`src/rtl/seq_pkg.sv`:
```
// Shared encodings for the multi-cycle RV32 sequencer: widths, FSM states,
// opcode/funct3 codes and default reset PC / halt register.
package seq_pkg;

    localparam int unsigned XLEN   = 32;
    localparam int unsigned REG_AW = 5;
    localparam int unsigned ST_W   = 3;

    typedef enum logic [ST_W-1:0] {
        ST_FETCH  = 3'd0,
        ST_DECODE = 3'd1,
        ST_EXEC   = 3'd2,
        ST_WB     = 3'd3,
        ST_HALT   = 3'd4
    } state_e;

    localparam logic [6:0] OPC_OP     = 7'b0110011;
    localparam logic [6:0] OPC_OPIMM  = 7'b0010011;
    localparam logic [6:0] OPC_BRANCH = 7'b1100011;
    localparam logic [6:0] OPC_JAL    = 7'b1101111;

    localparam logic [2:0] F3_ADD = 3'b000;
    localparam logic [2:0] F3_BEQ = 3'b000;
    localparam logic [2:0] F3_BNE = 3'b001;

    localparam logic [XLEN-1:0]   DEF_RESET_PC = 32'h0000_0000;
    localparam logic [REG_AW-1:0] DEF_HALT_REG = 5'd30;

endpackage

```
`src/rtl/m_imm_ext.sv`:
```
// Sign-extended I/B/J immediates from an instruction word. The opcode field
// carries no immediate bits, so only bits [31:7] are taken.
module m_imm_ext
    import seq_pkg::*;
(
    input  logic [XLEN-1:7] i_inst,
    output logic [XLEN-1:0] o_imm_i,
    output logic [XLEN-1:0] o_imm_b,
    output logic [XLEN-1:0] o_imm_j
);

    assign o_imm_i = {{20{i_inst[31]}}, i_inst[31:20]};
    assign o_imm_b = {{20{i_inst[31]}}, i_inst[7], i_inst[30:25], i_inst[11:8], 1'b0};
    assign o_imm_j = {{12{i_inst[31]}}, i_inst[19:12], i_inst[20], i_inst[30:21], 1'b0};

endmodule

```
`src/rtl/m_seq_ctrl.sv`:
```
// Multi-cycle sequencer: owns PC/IR, steps FETCH/DECODE/EXEC/WB, decodes
// ADD/SUB/ADDI/BEQ/BNE/JAL and drives the RF/ALU controls of the datapath.
module m_seq_ctrl
    import seq_pkg::*;
#(
    parameter logic [XLEN-1:0]   RESET_PC = DEF_RESET_PC,
    parameter logic [REG_AW-1:0] HALT_REG = DEF_HALT_REG
) (
    input  logic              w_clk,
    input  logic              w_rst,
    input  logic [XLEN-1:0]   w_inst,
    input  logic              w_br_eq,
    output logic [XLEN-1:0]   w_pc,
    output logic [XLEN-1:0]   w_ir,
    output logic [XLEN-1:0]   w_imm,
    output logic              w_alu_src_imm,
    output logic              w_alu_sub,
    output logic              w_wb_sel_pc4,
    output logic              w_rf_we,
    output logic [REG_AW-1:0] w_rf_waddr,
    output logic              w_halted,
    output logic              w_illegal,
    output logic [ST_W-1:0]   w_state,
    output logic [XLEN-1:0]   w_cycle_cnt,
    output logic [XLEN-1:0]   w_instret
);

    state_e              r_state;
    state_e              w_next_state;
    logic [XLEN-1:0]     r_pc;
    logic [XLEN-1:0]     r_ir;
    logic                r_br_taken;
    logic [XLEN-1:0]     r_target;
    logic                r_halted;
    logic                r_illegal;
    logic [XLEN-1:0]     r_cycle_cnt;
    logic [XLEN-1:0]     r_instret;

    logic [6:0]          w_opcode;
    logic [2:0]          w_funct3;
    logic [REG_AW-1:0]   w_rd;
    logic [XLEN-1:0]     w_imm_i;
    logic [XLEN-1:0]     w_imm_b;
    logic [XLEN-1:0]     w_imm_j;
    logic                w_is_op;
    logic                w_is_opimm;
    logic                w_is_br;
    logic                w_is_jal;
    logic                w_take;
    logic [XLEN-1:0]     w_pc_plus4;
    logic [XLEN-1:0]     w_tgt;
    logic [XLEN-1:0]     w_next_pc;
    logic                w_dec_illegal;
    logic                w_writes;
    logic                w_halt_write;

    assign w_opcode = r_ir[6:0];
    assign w_funct3 = r_ir[14:12];
    assign w_rd     = r_ir[11:7];

    m_imm_ext u_imm_ext (
        .i_inst  (r_ir[XLEN-1:7]),
        .o_imm_i (w_imm_i),
        .o_imm_b (w_imm_b),
        .o_imm_j (w_imm_j)
    );

    // Instruction class decode; unsupported opcode/funct3 leaves all flags low.
    always_comb begin
        w_is_op    = 1'b0;
        w_is_opimm = 1'b0;
        w_is_br    = 1'b0;
        w_is_jal   = 1'b0;
        case (w_opcode)
            OPC_OP:     w_is_op    = (w_funct3 == F3_ADD);
            OPC_OPIMM:  w_is_opimm = (w_funct3 == F3_ADD);
            OPC_BRANCH: w_is_br    = (w_funct3 == F3_BEQ) || (w_funct3 == F3_BNE);
            OPC_JAL:    w_is_jal   = 1'b1;
            default:    ;
        endcase
    end

    assign w_take        = w_is_jal ||
                           (w_is_br && ((w_funct3 == F3_BNE) ? !w_br_eq : w_br_eq));
    assign w_pc_plus4    = r_pc + 32'd4;
    assign w_tgt         = r_pc + (w_is_jal ? w_imm_j : w_imm_b);
    assign w_next_pc     = w_take ? w_tgt : w_pc_plus4;
    assign w_dec_illegal = !(w_is_op || w_is_opimm || w_is_br || w_is_jal) ||
                           (w_next_pc[1:0] != 2'b00);
    assign w_writes      = (w_is_op || w_is_opimm || w_is_jal) && (w_rd != 5'd0);
    assign w_halt_write  = w_writes && (w_rd == HALT_REG);

    // State register.
    always_ff @(posedge w_clk) begin
        if (w_rst) r_state <= ST_FETCH;
        else       r_state <= w_next_state;
    end

    // Next-state logic.
    always_comb begin
        w_next_state = r_state;
        case (r_state)
            ST_FETCH:  w_next_state = ST_DECODE;
            ST_DECODE: w_next_state = ST_EXEC;
            ST_EXEC:   w_next_state = w_dec_illegal ? ST_HALT : ST_WB;
            ST_WB:     w_next_state = w_halt_write  ? ST_HALT : ST_FETCH;
            ST_HALT:   w_next_state = ST_HALT;
            default:   w_next_state = ST_FETCH;
        endcase
    end

    // Outputs; selects follow the IR so they stay stable across EXEC and WB.
    always_comb begin
        w_rf_we       = 1'b0;
        w_alu_src_imm = w_is_opimm;
        w_alu_sub     = w_is_op && r_ir[30];
        w_wb_sel_pc4  = w_is_jal;
        if (r_state == ST_WB) w_rf_we = w_writes;
    end

    // PC, IR, branch decision and counters.
    always_ff @(posedge w_clk) begin
        if (w_rst) begin
            r_pc        <= RESET_PC;
            r_ir        <= '0;
            r_br_taken  <= 1'b0;
            r_target    <= '0;
            r_halted    <= 1'b0;
            r_illegal   <= 1'b0;
            r_cycle_cnt <= '0;
            r_instret   <= '0;
        end else begin
            if (r_state != ST_HALT) r_cycle_cnt <= r_cycle_cnt + 32'd1;
            if (w_next_state == ST_HALT) r_halted <= 1'b1;
            case (r_state)
                ST_DECODE: r_ir <= w_inst;
                ST_EXEC: begin
                    r_br_taken <= w_take;
                    r_target   <= w_tgt;
                    if (w_dec_illegal) r_illegal <= 1'b1;
                end
                ST_WB: begin
                    r_pc      <= r_br_taken ? r_target : w_pc_plus4;
                    r_instret <= r_instret + 32'd1;
                end
                default: ;
            endcase
        end
    end

    assign w_pc        = r_pc;
    assign w_ir        = r_ir;
    assign w_imm       = w_imm_i;
    assign w_rf_waddr  = w_rd;
    assign w_halted    = r_halted;
    assign w_illegal   = r_illegal;
    assign w_state     = r_state;
    assign w_cycle_cnt = r_cycle_cnt;
    assign w_instret   = r_instret;

endmodule

```
`config.mk`:
```
export PLATFORM = sky130hd
export DESIGN_NAME = m_seq_ctrl
export DESIGN_NICKNAME = d
export VERILOG_FILES = /design/src/rtl/seq_pkg.sv /design/src/rtl/m_imm_ext.sv /design/src/rtl/m_seq_ctrl.sv
export SDC_FILE = /design/constraint.sdc
export NUM_CORES = 1
export LEC_CHECK = 0
export CORE_MARGIN = 1
export CORE_UTILIZATION = 45
export CTS_CLUSTER_DIAMETER = 40
export DETAILED_ROUTE_END_ITERATION = 7
export GPL_ROUTABILITY_DRIVEN = 0
export PLACE_DENSITY = 0.7
export SLEW_MARGIN = 20
export SYNTH_ARGS = -nofsm -noshare
export SYNTH_HDL_FRONTEND = slang
export SYNTH_HIERARCHICAL = 1
export SYNTH_SLANG_ARGS = --single-unit
```
`constraint.sdc`:
```
create_clock -name w_clk -period 4.3 [get_ports w_clk]
set_input_delay 1.075 -clock w_clk [delete_from_list [all_inputs] [get_ports w_clk]]
set_output_delay 1.075 -clock w_clk [all_outputs]
set_load 0.01 [all_outputs]
```
# Word level (Yosys, flattened, before mapping)
# Index checks and enable logic that the tools add are counted.
classes:
  addsub: 4
  multipliers: 0
  n_div: 0
  n_lt_le_gt_ge: 0
  eq_ne: 12
  shift: 0
  mux: 12
  bitwise_logic: 0
  reduce_logical: 18
op_table:
  columns: ["op", "n"]
  rows:
  - ["$add 32x1->32 const B", 2]
  - ["$add 32x3->32 const B", 1]
  - ["$add 32x32->32", 1]
  - ["$mux 32", 1]
  - ["$mux 20", 1]
  - ["$pmux 3 s5", 1]
  - ["$eq 7x7->1 const B", 2]
  - ["$eq 7x5->1 const B", 1]
  - ["$eq 7x6->1 const B", 1]
  - ["$logic_or 1x1->1", 7]
  - ["$eq 3x1->1 const B", 2]
  - ["$eq 3x2->1 const B", 2]
  - ["$eq 3x3->1 const B", 2]
  - ["$logic_not 3->1", 2]
  - ["$mux 1", 6]
  - ["$mux 3", 2]
  - ["$eq 5x5->1 const B", 1]
  - ["$reduce_bool 5->1", 1]
  - ["$logic_and 1x1->1", 4]
  - ["$ne 3x3->1 const B", 1]
  - ["$logic_not 1->1", 2]
  - ["$mux 2", 1]
  - ["$reduce_and 2->1", 1]
  - ["$reduce_bool 2->1", 1]
word_totals:
  ff_bits: 166
  latch_bits: 0
  ram_bits: 0
  mem_bits_ro: 0
  inputBits: 35
  wordCells: 55
  memories: 0

# Logic depth before layout (Yosys ltp)
# Gate-level depths: netlist of run 1.
depth:
  ltp_word: 11
  mapped_depth: 14

# Hierarchy
# The synthesis of run 1 kept the hierarchy.
by_module_without_submodules:
  columns: ["module", "instances", "cells_per_inst", "area_each_um2"]
  rows:
  - ["m_seq_ctrl", 1, 1176, 9456.6]
  - ["m_imm_ext", 1, 97, 724.4]

# Worst setup path after synthesis of run 1
# Ideal clock, no wire load.
synth_timing:
  kind: "flip-flop to flip-flop"
  startpoint: "register r_ir[6] (netlist: w_ir[6])"
  endpoint: "register r_target[23]"
  setup_ps: 117
  arrival_time_ps: 3593
  slack_ps: 589
  path_stages_with_launch: 13
  n_path_buf: 1
  period_less_slack_ps: 3711
  cell_sequence: "dfxtp_1 -> nand2_1 -> nor3_2 -> clkbuf_1 -> mux2_2 -> ha_1 -> a21oi_1 -> nand2_1 -> o21a_1 -> nor3_2 -> a211oi_1 -> or3_1 -> a32o_1"
synth_via:
  elab_chain_len: 4
synth_rtl:
  columns: ["element", "line_no", "source"]
  rows:
  - ["from (decl)", "m_seq_ctrl.sv:31", "logic [XLEN-1:0] r_ir;"]
  - ["from (signal assigned)", "m_seq_ctrl.sv:136", "ST_DECODE: r_ir <= w_inst;"]
  - ["$eq 7x7->1", "m_seq_ctrl.sv:74", "case (w_opcode)"]
  - ["$mux 1", "m_seq_ctrl.sv:74", null]
  - ["named net w_wb_sel_pc4", "m_seq_ctrl.sv:18", "output logic w_wb_sel_pc4,"]
  - ["$mux 20", "m_seq_ctrl.sv:86", "assign w_tgt = r_pc + (w_is_jal ? w_imm_j : w_imm_b);"]
  - ["$add 32x32->32", "m_seq_ctrl.sv:86", null]
  - ["to (signal assigned)", "m_seq_ctrl.sv:139", "r_target <= w_tgt;"]
  - ["to (decl)", "m_seq_ctrl.sv:33", "logic [XLEN-1:0] r_target;"]
# The timed path passes the listed nets, and every way through them passes these cells.
# A chain may end at the register's enable or synchronous reset.

# Worst setup path after layout of run 1
layout_timing:
  startpoint: "register r_ir[13] (netlist: w_ir[13])"
  endpoint: "output port w_rf_we"
layout_via:
  elab_chain_len: 6
layout_rtl:
  columns: ["element", "line_no", "source"]
  rows:
  - ["$logic_not 3->1 *", "m_seq_ctrl.sv:75, m_seq_ctrl.sv:76", null]
  - ["$mux 1", "m_seq_ctrl.sv:74", null]
  - ["$logic_or 1x1->1 * (2 in series)", "m_seq_ctrl.sv:90", "assign w_writes = (w_is_op || w_is_opimm || w_is_jal) && (w_rd != 5'd0);"]
  - ["$logic_and 1x1->1 *", "m_seq_ctrl.sv:90", null]
  - ["$mux 1 *", "m_seq_ctrl.sv:118", "if (r_state == ST_WB) w_rf_we = w_writes;"]
  - ["to (decl)", "m_seq_ctrl.sv:19", "output logic w_rf_we,"]
# Mark *: on every way between the ends. The rest lies on a longest branch, timed or not.

==> results of run 1 <==
==> per-stage QoR <==
stage                     worst slack, ns  area, sq um  util (%)
after floorplan                     0.589        10200         -
after global placement              0.699        11700      53.1
after detailed placement            0.563        11700      53.1
after CTS                           0.435        12200      55.5
after global routing                0.267        12200      55.5
final                               0.463        12200      55.5
==> flip-flops by register name (all words and copies together), names as in the netlist <==
register	cells
w_instret	32
w_halted	1
w_cycle_cnt	32
r_br_taken	1
r_target	32
w_pc	32
w_state	3
w_illegal	1
w_ir	32
==> report_power, final <==
group / internal, mW / switching, mW / total (mW)
registers: 1.59 / 0.0970 / 1.69
logic: 0.294 / 0.314 / 0.608
clock network: 0.754 / 0.708 / 1.46
total: 2.64 / 1.12 / 3.76
==> path summary, 6_finish.rpt <==
| kind | from | endpoint | slack [ns] |
|---|---|---|---|
| max | w_ir[13] | w_rf_we | 0.46 |
| min reg2reg | w_halted | w_halted | 0.45 |
| max reg2reg | w_ir[6] | r_target[23] | 0.49 |
| min | w_halted | w_halted | 0.45 |
==> cells by family after synthesis <==
logic type | after synthesis | share of synthesized area, %
AOI/OAI and AO/OA | 262 | 16.3
DFF | 166 | 32.6
muxes | 49 | 5.21
buffers and inverters | 178 | 11.1
adders and majority gates | 38 | 4.74
and+or+nand+nor | 507 | 23.8
other | 1 | 0.0368
xor gates and xnor gates | 72 | 6.19
==> Yosys cell counts (6+ instances only) <==
cell / n
a21o_1: 17
a221oi_1: 14
nor3_1: 19
and3_1: 20
nor2b_1: 7
dfxtp_1: 166
nor2_1: 142
o211ai_1: 8
mux2i_1: 17
ha_1: 37
nand3_1: 41
a21oi_1: 108
a211oi_1: 13
xor2_1: 50
mux2_2: 31
nand2_1: 184
buf_6: 6
xnor2_1: 22
buf_4: 101
inv_1: 15
clkbuf_1: 45
o21ai_0: 42
a2111oi_0: 7
or3_1: 19
nand4_1: 29
==> critical path, cell delays in order, from the launching register on <==
cell and delay (ns):
dfxtp_1 0.37, or4_1 0.52, or2_1 0.28, nor4b_4 0.27
o21ai_1 0.12, a21oi_1 0.19, clkdlybuf4s50_1 0.57
==> cells in the final DEF, fill, tap and decap left out, drive strengths merged, types with 5 or more instances in the layout <==
cell,n
a2111oi,10
a211oi,13
a21o,17
a21oi,108
a221oi,14
a22oi,5
a31oi,5
and3,21
buf,14
clkbuf,18
clkdlybuf4s50,207
clkinv,5
dfxtp,166
ha,37
inv,23
mux2,32
mux2i,17
nand2,184
nand3,42
nand4,30
nor2,143
nor2b,7
nor3,21
nor4,7
o211ai,8
o21ai,44
o221ai,5
or3,19
or4,5
xnor2,22
xor2,50
==> per-layer routing <==
layer / wire (um) / vias up
met3: 1710 / 54
li1: - / 4550
met2: 12700 / 326
met1: 12800 / 4232
met5: 0 / -
met4: 705 / 0
==> area by class of cell <==
type                            count  share of cell area (%)
Sequential cell                   166                    27.2
Clock buffer                       18                    3.51
Clock inverter                     14                   0.961
Inverter                           17                   0.583
Timing Repair Buffer              221                    17.9
Multi-Input combinational cell    930                    47.0
Tap cell                          280                    2.86
==> metrics.md, run 1 <==
| Metric | Value |
|---|---|
| Max Cap Viol | `0` |
| Yosys cell types | `85` |
| Clock root buffer | `clkbuf_16` |
| Multi-input logic area | `5750 sq um` |
| Initial antenna violation count | `0` |
| Final net count | `1,426` |
| CTS Hold Bufs | `0` |
| Sink Count | `166` |
| Share of the synthesized area in the top cell type | `between 30% and 40%` |
| Worst EP arrival | `2.76 ns` |
| Crit Path Category | `reg2out` |
| RSZ-0062 raised after global routing | `false` |
| Status | `complete, but fails checks` |
| Die area | `between 20,000 and 25,000 sq um` |
| Crit end category | `primary output` |
| Grt met3 use | `4.75%` |
| Critical Path Fanout Max | `4` |
| CTS clk-pin slew, worst paths | `0.07 ns` |
| CTS tree | `built` |
| Ant diodes | `0` |
| Sequential share of the synthesized area | `about a third` |
| Share of cells above drive strength 1 | `7.47%` |
| R2R cell count | `12` |
| P_leak | `4.56 nW` |
| Final WL | `27.9 mm` |
| Die W | `152 um` |
| Largest net degree at the start of global routing | `62` |
| Dpl cells | `1,614` |
| HPWL Detailed | `19.6 mm` |
| Syn Inst Count | `1,273` |
| Failing checks | `DRC` |
| H-tree levels | `4` |
| Clock Latency Late Sink | `0.43 ns` |
| Final cell count without fillers | `between 1,500 and 2,000` |
| Core area | `22,000 sq um` |
| Slew headroom | `30.2%` |
| Required time worst endpoint | `3.22 ns` |
| TritonCTS Buffers | `17` |
| Gr busiest metal | `met2` |
| Clk buf depth | `2` |
| Global Route met1 Usage | `30.9%` |
| Slew @ Worst Pin | `between 1 and 1.5 ns` |
| Maximum operating frequency | `0.261 GHz` |
| Post-synth ARST share | `0%` |
| GRT Util Overall | `23.9%` |
| Main area contributors after synthesis | `dfxtp_1 (33%), buf_4 (7.4%), nand2_1 (6.8%)` |
| Pwr Density | `between 300 and 400 nW/um^2` |
| Port Buffer Count | `208` |
| Ys Warns | `6` |
| Post-CTS setup buffers | `0` |
| Post-DRT Antenna Nets | `0` |
| Mapped cell area | `10,200 sq um` |
| Register Area | `3320 sq um` |
| WL/cell | `17.0 um` |
| Congestion Overflow GR | `0` |
| Largest area contributor in the netlist | `dfxtp_1` |
| WHS | `approximately 0.45 ns` |
| First-pass GRT wire length | `roughly 45 mm` |
| # fillers | `2,052` |
| Finish-stage setup viols | `0` |
| Final Hold Fails | `0` |
| DR pass1 iterations | `7` |
| Power, Total | `3.76 mW` |
| Ys flop type | `dfxtp_1` |
| Syn Area/Cell | `between 7 and 8 sq um` |
| I/O pins | `209` |
| Area growth syn-to-layout | `20.2%` |
| Met2 Usage GRT | `39.0%` |
| FP Rows | `54` |
| Hold Path Depth | `2` |
| Die Ht | `152 um` |
| Register bit count reported by yosys | `166` |
| Post-synth EDFFs | `0` |
| Hold Crit Class | `reg2reg` |
| Period Utilization, post-route | `89.2%` |
| Vias in the first global route | `~8,700` |
| Vias/cell | `5.57` |
| Skew final | `0.0110 ns` |
| Post-CTS sizing | `0` |
| Peak supply drop | `222 uV` |
| Setup_tns | `0 ns` |
| Min Tclk post-route | `around 3.8 ns` |
| Startpoint Class | `flip-flop` |
| DRC | `5` |
| Initial Util | `46.2%` |
| Slew Limit Fails | `0` |
| Number of DRC markers in iteration 0 | `693` |
| Via count | `9,162` |
(Power assumes the default switching activity.)
==> run 2: changes to the inputs <==
clock period = 4.6 ns   (was 4.3 ns; I/O delays follow)
==> run 2 against run 1 <==
Effect of this change:
- the flow still finishes with violations (DRC)
- combinational power is 6.7% lower
- clock skew barely moved
- critical endpoint unchanged
- first-iteration DRC count grew 7.1%
- largest cell class unchanged
==> metrics.md, run 2 (synthesized netlist as in run 1, its figures left out) <==
| Metric | Value |
|---|---|
| Status | `complete, but fails checks (unchanged)` |
| Failing checks | `DRC (unchanged)` |
| Die area | `23,200 sq um (unchanged)` |
| Setup crit start | `w_ir[13] (unchanged)` |
| Final net count | `1,424 (was 1,426)` |
| Maximum operating frequency | `0.256 GHz` |
| FP Rows | `54 (unchanged)` |
| Crit Path Category | `reg2out (unchanged)` |
| R2R Path Start | `w_ir[6] (unchanged)` |
| Largest net degree at the start of global routing | `72 (was 62)` |
| Initial antenna violation count | `0 (unchanged)` |
| H-tree levels | `4 (unchanged)` |
| Post-DRT Antenna Nets | `0 (unchanged)` |
| Area growth syn-to-layout | `20.0% (was 20.2%)` |
| Finish-stage setup viols | `0 (unchanged)` |
| DRC | `5 (unchanged)` |
| Clock root buffer | `clkbuf_16 (unchanged)` |
| Slew @ Worst Pin | `1.06 ns (was 1.05 ns)` |
| Via count | `9,226 (was 9,162)` |
| Congestion Overflow GR | `0 (unchanged)` |
| Final Hold Fails | `0 (unchanged)` |
| Slew Limit Fails | `0 (unchanged)` |
| DR pass1 iterations | `8 (was 7)` |
| Clock Latency Late Sink | `0.44 ns (was 0.43 ns)` |
| Min Tclk post-route | `~3.9 ns` |
| First-pass GRT wire length | `44.7 mm (was 44.9 mm)` |
| P_leak | `4.55 nW (was 4.56 nW)` |
| GRT Util Overall | `23.8% (was 23.9%)` |
| Hold Crit Start | `r_target[3] (was w_halted)` |
| Core area | `22,000 sq um (unchanged)` |
| Clk buf depth | `2 (unchanged)` |
| Final Cell Area | `12,200 sq um (about the same)` |
| Peak supply drop | `195 uV (was 222 uV)` |
| Vias in the first global route | `8,518 (was 8,671)` |
| Critical Path Fanout Max | `4 (unchanged)` |
| Pwr Density | `288 nW/um^2 (was 307 nW/um^2)` |
| Slew headroom | `29.4% (was 30.2%)` |
| HPWL Detailed | `19.6 mm (about the same)` |
| Skew final | `0.0110 ns (about the same)` |
| Number of DRC markers in iteration 0 | `742 (was 693)` |
| Period Utilization, post-route | `84.9%` |
| Hold Path Depth | `2 (unchanged)` |
| Worst EP arrival | `2.75 ns (was 2.76 ns)` |
| Startpoint Class | `flip-flop (unchanged)` |
| Share of cells above drive strength 1 | `7.26% (was 7.47%)` |
| CTS Hold Bufs | `0 (unchanged)` |
| Most frequent cells in the layout | `clkdlybuf4s50_1 (207), nand2_1 (184), dfxtp_1 (166) (unchanged)` |
| Ant diodes | `0 (unchanged)` |
| CTS clk-pin slew, worst paths | `0.07 ns (about the same)` |
| Sink Count | `166 (unchanged)` |
| WL/cell | `17.0 um (about the same)` |
| Max Cap Viol | `0 (unchanged)` |
| R2R cell count | `12 (unchanged)` |
| Post-CTS setup buffers | `0 (unchanged)` |
| TritonCTS Buffers | `17 (unchanged)` |
| Crit end category | `primary output (unchanged)` |
| I/O pins | `209 (unchanged)` |
| Post-CTS sizing | `0 (unchanged)` |
| R2R Path End | `r_target[30] (was r_target[23])` |
| Vias/cell | `5.61 (was 5.57)` |
| Placed Area | `11,700 sq um (about the same)` |
| Die Ht | `152 um (unchanged)` |
| Hold endpoint | `r_target[3] (was w_halted)` |
| Initial Util | `46.2% (unchanged)` |
| Setup_tns | `0 ns (unchanged)` |
| Die W | `152 um (unchanged)` |
| Final WL | `27.9 mm (about the same)` |
| Commonest non-fill, non-tap cell in the layout | `clkdlybuf4s50_1 (unchanged)` |
| Hold Crit Class | `reg2reg (unchanged)` |
| Required time worst endpoint | `3.45 ns (was 3.22 ns)` |
| Reg2reg setup slack | `0.78 ns (was 0.49 ns)` |
| CTS tree | `built (unchanged)` |
| RSZ-0062 raised after global routing | `false (unchanged)` |
| Port Buffer Count | `208 (unchanged)` |
run 2: cell count changes in the layout (fill, tap and decap cells not counted), sizes merged:
cell	change
buf	-2
clkbuf	+1
clkinv	-1
run 2: layout make-up:
type | count | area [sq um]
Clock buffer | 19 | 433
Clock inverter | 13 | 114
Fill cell | 2082 | 9810
Inverter | 17 | 71.3
Multi-Input combinational cell | 930 | 5750
Sequential cell | 166 | 3320
Tap cell | 280 | 350
Timing Repair Buffer | 219 | 2170
run 2: worst max-delay path, cell delays in order (launching register included):
cell and delay (ns):
dfxtp_1 0.37, or4_1 0.52, or2_1 0.29, nor4b_4 0.28, o21ai_1 0.12, a21oi_1 0.15
clkdlybuf4s50_1 0.59
run 2: report_power, final:
part           total, mW  internal [mW]  switching, mW
sequential          1.58           1.49         0.0916
combinational      0.567          0.274          0.293
clock               1.37          0.708          0.658
run 2: worst max-delay path by stage:
stage / depth (start not counted) / slack [ns] / endpoint
2_1_floorplan: 12 / 0.89 / r_target[23]
3_3_place_gp: 12 / 1.02 / r_target[23]
3_5_place_dp: 12 / 0.89 / r_target[23]
4_1_cts: 6 / 0.69 / w_rf_we
5_1_grt: 6 / 0.57 / w_rf_we
6_report: 6 / 0.70 / w_rf_we
run 2: layer usage:
metal / track usage [%] / wire length (um)
met5: 0 / 0
met4: 7.60 / 665
met3: 6.00 / 1930
met2: 39.2 / 12700
met1: 30.4 / 12600
run 2: stage by stage:
stage / cells / utilization (%) / total power [mW] / hold slack (ns) / setup slack (ns)
finish: 1644 / 55.5 / 3.51 / 0.453 / 0.697
detailed placement: 1612 / 53.0 / 2.18 / 0.445 / 0.888
global placement: 1612 / 53.0 / 2.17 / 0.431 / 1.02
global route: 1644 / 55.5 / 3.65 / 0.472 / 0.566
floorplan: 1274 / - / 2.01 / 0.419 / 0.889
CTS: 1644 / 55.5 / 3.53 / 0.453 / 0.689
==> run 3: changes to the inputs <==
clock period = 3.85 ns   (was 4.6 ns; I/O delays follow)
==> run 3 against run 2 <==
Effect of this change:
- the run still ends with DRC left
- via count about the same
- critical path depth up 6
- worst setup slack worse by 0.49 ns
- wire length down 0.44%
- die area unchanged
- combinational power up 20%
- sequential power up 20%
- core utilization up 0.48 points
- flip-flop and latch count unchanged
- global-route usage down 0.091 points
- largest power group unchanged
==> metrics.md, run 3 (synthesized netlist as in run 1, its figures left out) <==
| Metric | Value |
|---|---|
| Initial antenna violation count | `0 (unchanged)` |
| Most frequent cells in the layout | `clkdlybuf4s50_1 (206), nand2_1 (184), dfxtp_1 (166) (was clkdlybuf4s50_1 (207), nand2_1 (184), dfxtp_1 (166))` |
| R2R Path Start | `w_ir[0] (was w_ir[6])` |
| Core area | `22,000 sq um (unchanged)` |
| Slew @ Worst Pin | `0.885 ns (was 1.06 ns)` |
| Hold Crit Start | `w_halted (was r_target[3])` |
| Via count | `9,228 (was 9,226)` |
| Clock Latency Late Sink | `0.44 ns (about the same)` |
| Vias in the first global route | `8,508 (was 8,518)` |
| R2R cell count | `12 (unchanged)` |
| Peak supply drop | `226 uV (was 195 uV)` |
| DRC | `5 (unchanged)` |
| # fillers | `2,002 (was 2,082)` |
| Period Utilization, post-route | `94.6%` |
| Number of DRC markers in iteration 0 | `620 (was 742)` |
| Power, Total | `4.29 mW (was 3.51 mW)` |
| Register Area | `3320 sq um (unchanged)` |
| First-pass GRT wire length | `44.8 mm (was 44.7 mm)` |
| Post-DRT Antenna Nets | `0 (unchanged)` |
| Congestion Overflow GR | `0 (unchanged)` |
| Final cell count without fillers | `1,651 (was 1,644)` |
| Slew headroom | `40.8% (was 29.4%)` |
| GRT Util Overall | `23.7% (was 23.8%)` |
| Sw frac | `30.2% (was 29.7%)` |
| Hold Crit Class | `reg2reg (unchanged)` |
| Die W | `152 um (unchanged)` |
| Dpl cells | `1,619 (was 1,612)` |
| Skew final | `0.0150 ns (was 0.0110 ns)` |
| CTS clk-pin slew, worst paths | `0.08 ns (was 0.07 ns)` |
| Critical Path Fanout Max | `28 (was 4)` |
| WHS | `0.453 ns (about the same)` |
| Share of cells above drive strength 1 | `7.88% (was 7.26%)` |
| Vias/cell | `5.59 (was 5.61)` |
| Finish-stage setup viols | `0 (unchanged)` |
| Die Ht | `152 um (unchanged)` |
| R2R Path End | `r_target[31] (was r_target[30])` |
| Worst EP arrival | `3.97 ns (was 2.75 ns)` |
| Maximum operating frequency | `0.274 GHz` |
| NetSw | `1.30 mW (was 1.04 mW)` |
| Final Cell Area | `12,300 sq um (was 12,200 sq um)` |
| P_leak | `4.63 nW (was 4.55 nW)` |
| Placed Area | `11,700 sq um (about the same)` |
| Final net count | `1,431 (was 1,424)` |
| Clock network fraction of total power | `40.1% (was 38.9%)` |
| WL/cell | `16.8 um (was 17.0 um)` |
| Final WL | `27.8 mm (was 27.9 mm)` |
| Ant diodes | `0 (unchanged)` |
| Required time worst endpoint | `4.18 ns (was 3.45 ns)` |
| P_int | `3.00 mW (was 2.47 mW)` |
| Area growth syn-to-layout | `21.1% (was 20.0%)` |
| Status | `complete, but fails checks (unchanged)` |
| Setup_tns | `0 ns (unchanged)` |
| Pwr Density | `348 nW/um^2 (was 288 nW/um^2)` |
| HPWL Detailed | `19.8 mm (was 19.6 mm)` |
| Startpoint Class | `flip-flop (unchanged)` |
| Combinational share of power | `15.9% (was 16.1%)` |
| Min Tclk post-route | `3.64 ns` |
| TritonCTS Buffers | `17 (unchanged)` |
| Hold Path Depth | `2 (unchanged)` |
| Crit end category | `flip-flop (was primary output)` |
| I/O pins | `209 (unchanged)` |
| Flop pwr share | `44.0% (was 45.0%)` |
| DR pass1 iterations | `7 (was 8)` |
| Post-route setup slack | `0.207 ns (was 0.697 ns)` |
| Reg2reg setup slack | `0.21 ns (was 0.78 ns)` |
| Die area | `23,200 sq um (unchanged)` |
| Hold endpoint | `w_halted (was r_target[3])` |
| Commonest non-fill, non-tap cell in the layout | `clkdlybuf4s50_1 (unchanged)` |
| Failing checks | `DRC (unchanged)` |
| FP Rows | `54 (unchanged)` |
| Crit Path Category | `reg2reg (was reg2out)` |
| Sink Count | `166 (unchanged)` |
| H-tree levels | `4 (unchanged)` |
| RSZ-0062 raised after global routing | `true (was false)` |
| CTS tree | `built (unchanged)` |
| Largest net degree at the start of global routing | `56 (was 72)` |
| Initial Util | `46.2% (unchanged)` |
| Final Hold Fails | `0 (unchanged)` |
| Max Cap Viol | `0 (unchanged)` |
| Clk buf depth | `2 (unchanged)` |
| Clock root buffer | `clkbuf_16 (unchanged)` |
| Port Buffer Count | `208 (unchanged)` |
| Post-Place Setup Slack | `0.304 ns (was 0.888 ns)` |
| Multi-input logic area | `5760 sq um (was 5750 sq um)` |
| Layout Utilization | `56.0% (was 55.5%)` |
| Slew Limit Fails | `0 (unchanged)` |
[run 3: worst max-delay path, stage by stage, from the launching register on]
cell and delay (ns):
dfxtp_1 0.40, nand4_1 0.21, nor3_4 0.27, buf_12 0.24
mux2_2 0.35, ha_1 0.44, nand2_1 0.13, o211ai_1 0.21
a21oi_1 0.11, or2_2 0.32, a2111oi_1 0.52, mux2i_1 0.25
nand2_1 0.06
[run 3: layer usage]
layer	part of all wire, %	vias to the layer above	GRT usage [%]
met4	2.4	0	8.13
met3	7.1	58	5.75
li1	-	4544	-
met1	45	4272	30.7
met5	0	-	0
met2	46	354	38.4
[run 3: how the worst max path moves through the flow]
stage,start,to
after floorplan,w_ir[6],r_target[23]
after global placement,w_ir[3],r_target[31]
after detailed placement,w_ir[0],r_target[23]
after CTS,w_ir[13],w_rf_we
after global routing,w_ir[0],r_target[30]
final,w_ir[0],r_target[31]
[run 3: repair_timing]
item,in CTS,in global routing
resized for setup,0,3
hold buffers,0,0
endpoints found under the setup margin,0,3
buffers inserted,0,0
[run 3: final cells by class]
type                    count  share of cell area, %
clock buffers              18                   3.56
clock inverters            14                   1.22
inverters                  17                  0.579
multi-input cells         930                   46.8
flip-flops and latches    166                   27.0
well taps                 280                   2.84
repair buffers            226                   18.1
[run 3: power by group through the flow]
stage	registers (mW)	logic (mW)	clock network (mW)
2_1_floorplan	1.92	0.481	0
3_3_place_gp	1.92	0.671	0
3_5_place_dp	1.93	0.677	0
4_1_cts	1.89	0.682	1.74
5_1_grt	1.90	0.742	1.82
6_report	1.89	0.682	1.72
==> RTL change (flow settings as in run 1) <==
Register the inputs `w_inst` and `w_br_eq` before use, with the module's reset. The logic sees them one clock later.
--- a/src/rtl/m_seq_ctrl.sv
+++ b/src/rtl/m_seq_ctrl.sv
@@ -24,6 +24,19 @@
     output logic [XLEN-1:0]   w_cycle_cnt,
     output logic [XLEN-1:0]   w_instret
 );
+
+    logic [XLEN-1:0] w_inst_q;
+    logic w_br_eq_q;
+
+    always_ff @(posedge w_clk) begin
+        if (w_rst) begin
+            w_inst_q  <= '0;
+            w_br_eq_q <= '0;
+        end else begin
+            w_inst_q  <= w_inst;
+            w_br_eq_q <= w_br_eq;
+        end
+    end
 
     state_e              r_state;
     state_e              w_next_state;
@@ -81,7 +94,7 @@
     end
 
     assign w_take        = w_is_jal ||
-                           (w_is_br && ((w_funct3 == F3_BNE) ? !w_br_eq : w_br_eq));
+                           (w_is_br && ((w_funct3 == F3_BNE) ? !w_br_eq_q : w_br_eq_q));
     assign w_pc_plus4    = r_pc + 32'd4;
     assign w_tgt         = r_pc + (w_is_jal ? w_imm_j : w_imm_b);
     assign w_next_pc     = w_take ? w_tgt : w_pc_plus4;
@@ -133,7 +146,7 @@
             if (r_state != ST_HALT) r_cycle_cnt <= r_cycle_cnt + 32'd1;
             if (w_next_state == ST_HALT) r_halted <= 1'b1;
             case (r_state)
-                ST_DECODE: r_ir <= w_inst;
+                ST_DECODE: r_ir <= w_inst_q;
                 ST_EXEC: begin
                     r_br_taken <= w_take;
                     r_target   <= w_tgt;
Function: changed (Yosys sat finds a counterexample within 4 cycles, from zero or initial values and one cycle with w_rst high).
==> RTL change against run 1 <==
Sequential cell count is 33 higher. Combinational power is 9.7% lower. Fmax is 1.7% lower. Non-clock buffer count is 1 lower. Clock skew is 0.0057 ns higher. Total power is 13% higher. Global-route usage is 1.3 points lower. Design area is 7.1% higher. Synthesized area is 6.2% higher. Routed wire length is 0.45% lower. Setup slack worse by 0.065 ns.
==> RTL change: results (changes against run 1) <==
hold worst-path end=w_ir[16] (was w_halted); post-synthesis mux area share=0.0438 (was 0.0521); Total GRT Usage=0.226 (was 0.239); FF-to-FF End=r_target[19] (was r_target[23]); Max-slew headroom=0.424 (was 0.302); metal2 WL=12.7 mm (about the same); via/cell ratio=5.39 (was 5.57); ratio of cells with drive above 1 in the final layout=0.0710 (was 0.0747); met3 Usage GRT=0.0595 (was 0.0475); sequential group share of total power=0.469 (was 0.450); R2R Setup Slk=0.70 ns (was 0.49 ns); Yosys cell types=67 (was 85); CP max stage delay=0.59 ns (was 0.57 ns); Min-Delay Startpoint=w_inst_q[16] (was w_halted); fin nets=1469 (was 1426); vias in the first global route=8506 (was 8671); die area=24600 µm² (was 23200 µm²); status=finished clean (was finished with violations); WL met1=12.6 mm (was 12.8 mm); Synth Area in Compound Gates=0.153 (was 0.163); Routed WL per cell=16.1 µm (was 17.0 µm); Worst Skew=0.0167 ns (was 0.0110 ns); HPWL after DPL=19.3 mm (was 19.6 mm); combinational power share=0.129 (was 0.162); worst hold slack=0.426 ns (was 0.447 ns); Worst EP arrival=2.83 ns (was 2.76 ns); switch share=0.285 (was 0.297)
[RTL change: cell types whose count changed in the layout (fill, tap and decap cells not counted), sizes merged, moves of 8 or more]
cell    before  now
nand3b       4   15
mux2i       17    9
xnor2       22   30
nor2b        7   40
xor2        50   42
dfxtp      166  199
nand4       30   19
nand2      184  162
[RTL change: area by class of cell]
| type | count | area (µm²) |
|---|---|---|
| flip-flops and latches | 199 | 3990 |
| clock buffers | 18 | 439 |
| multi-input cells | 935 | 5790 |
| fillers | 2224 | 10400 |
| repair buffers | 220 | 2200 |
| well taps | 319 | 399 |
| clock inverters | 14 | 201 |
| inverters | 23 | 86.3 |
[RTL change: through the flow]
step	cell area [µm²]	std cells	power [mW]	setup WS (ns)
floorplan	10800	1313	2.41	0.665
global placement	12500	1696	2.58	0.879
detailed placement	12500	1696	2.59	0.763
CTS	13100	1728	4.30	0.341
global route	13100	1728	4.43	0.198
finish	13100	1728	4.26	0.397
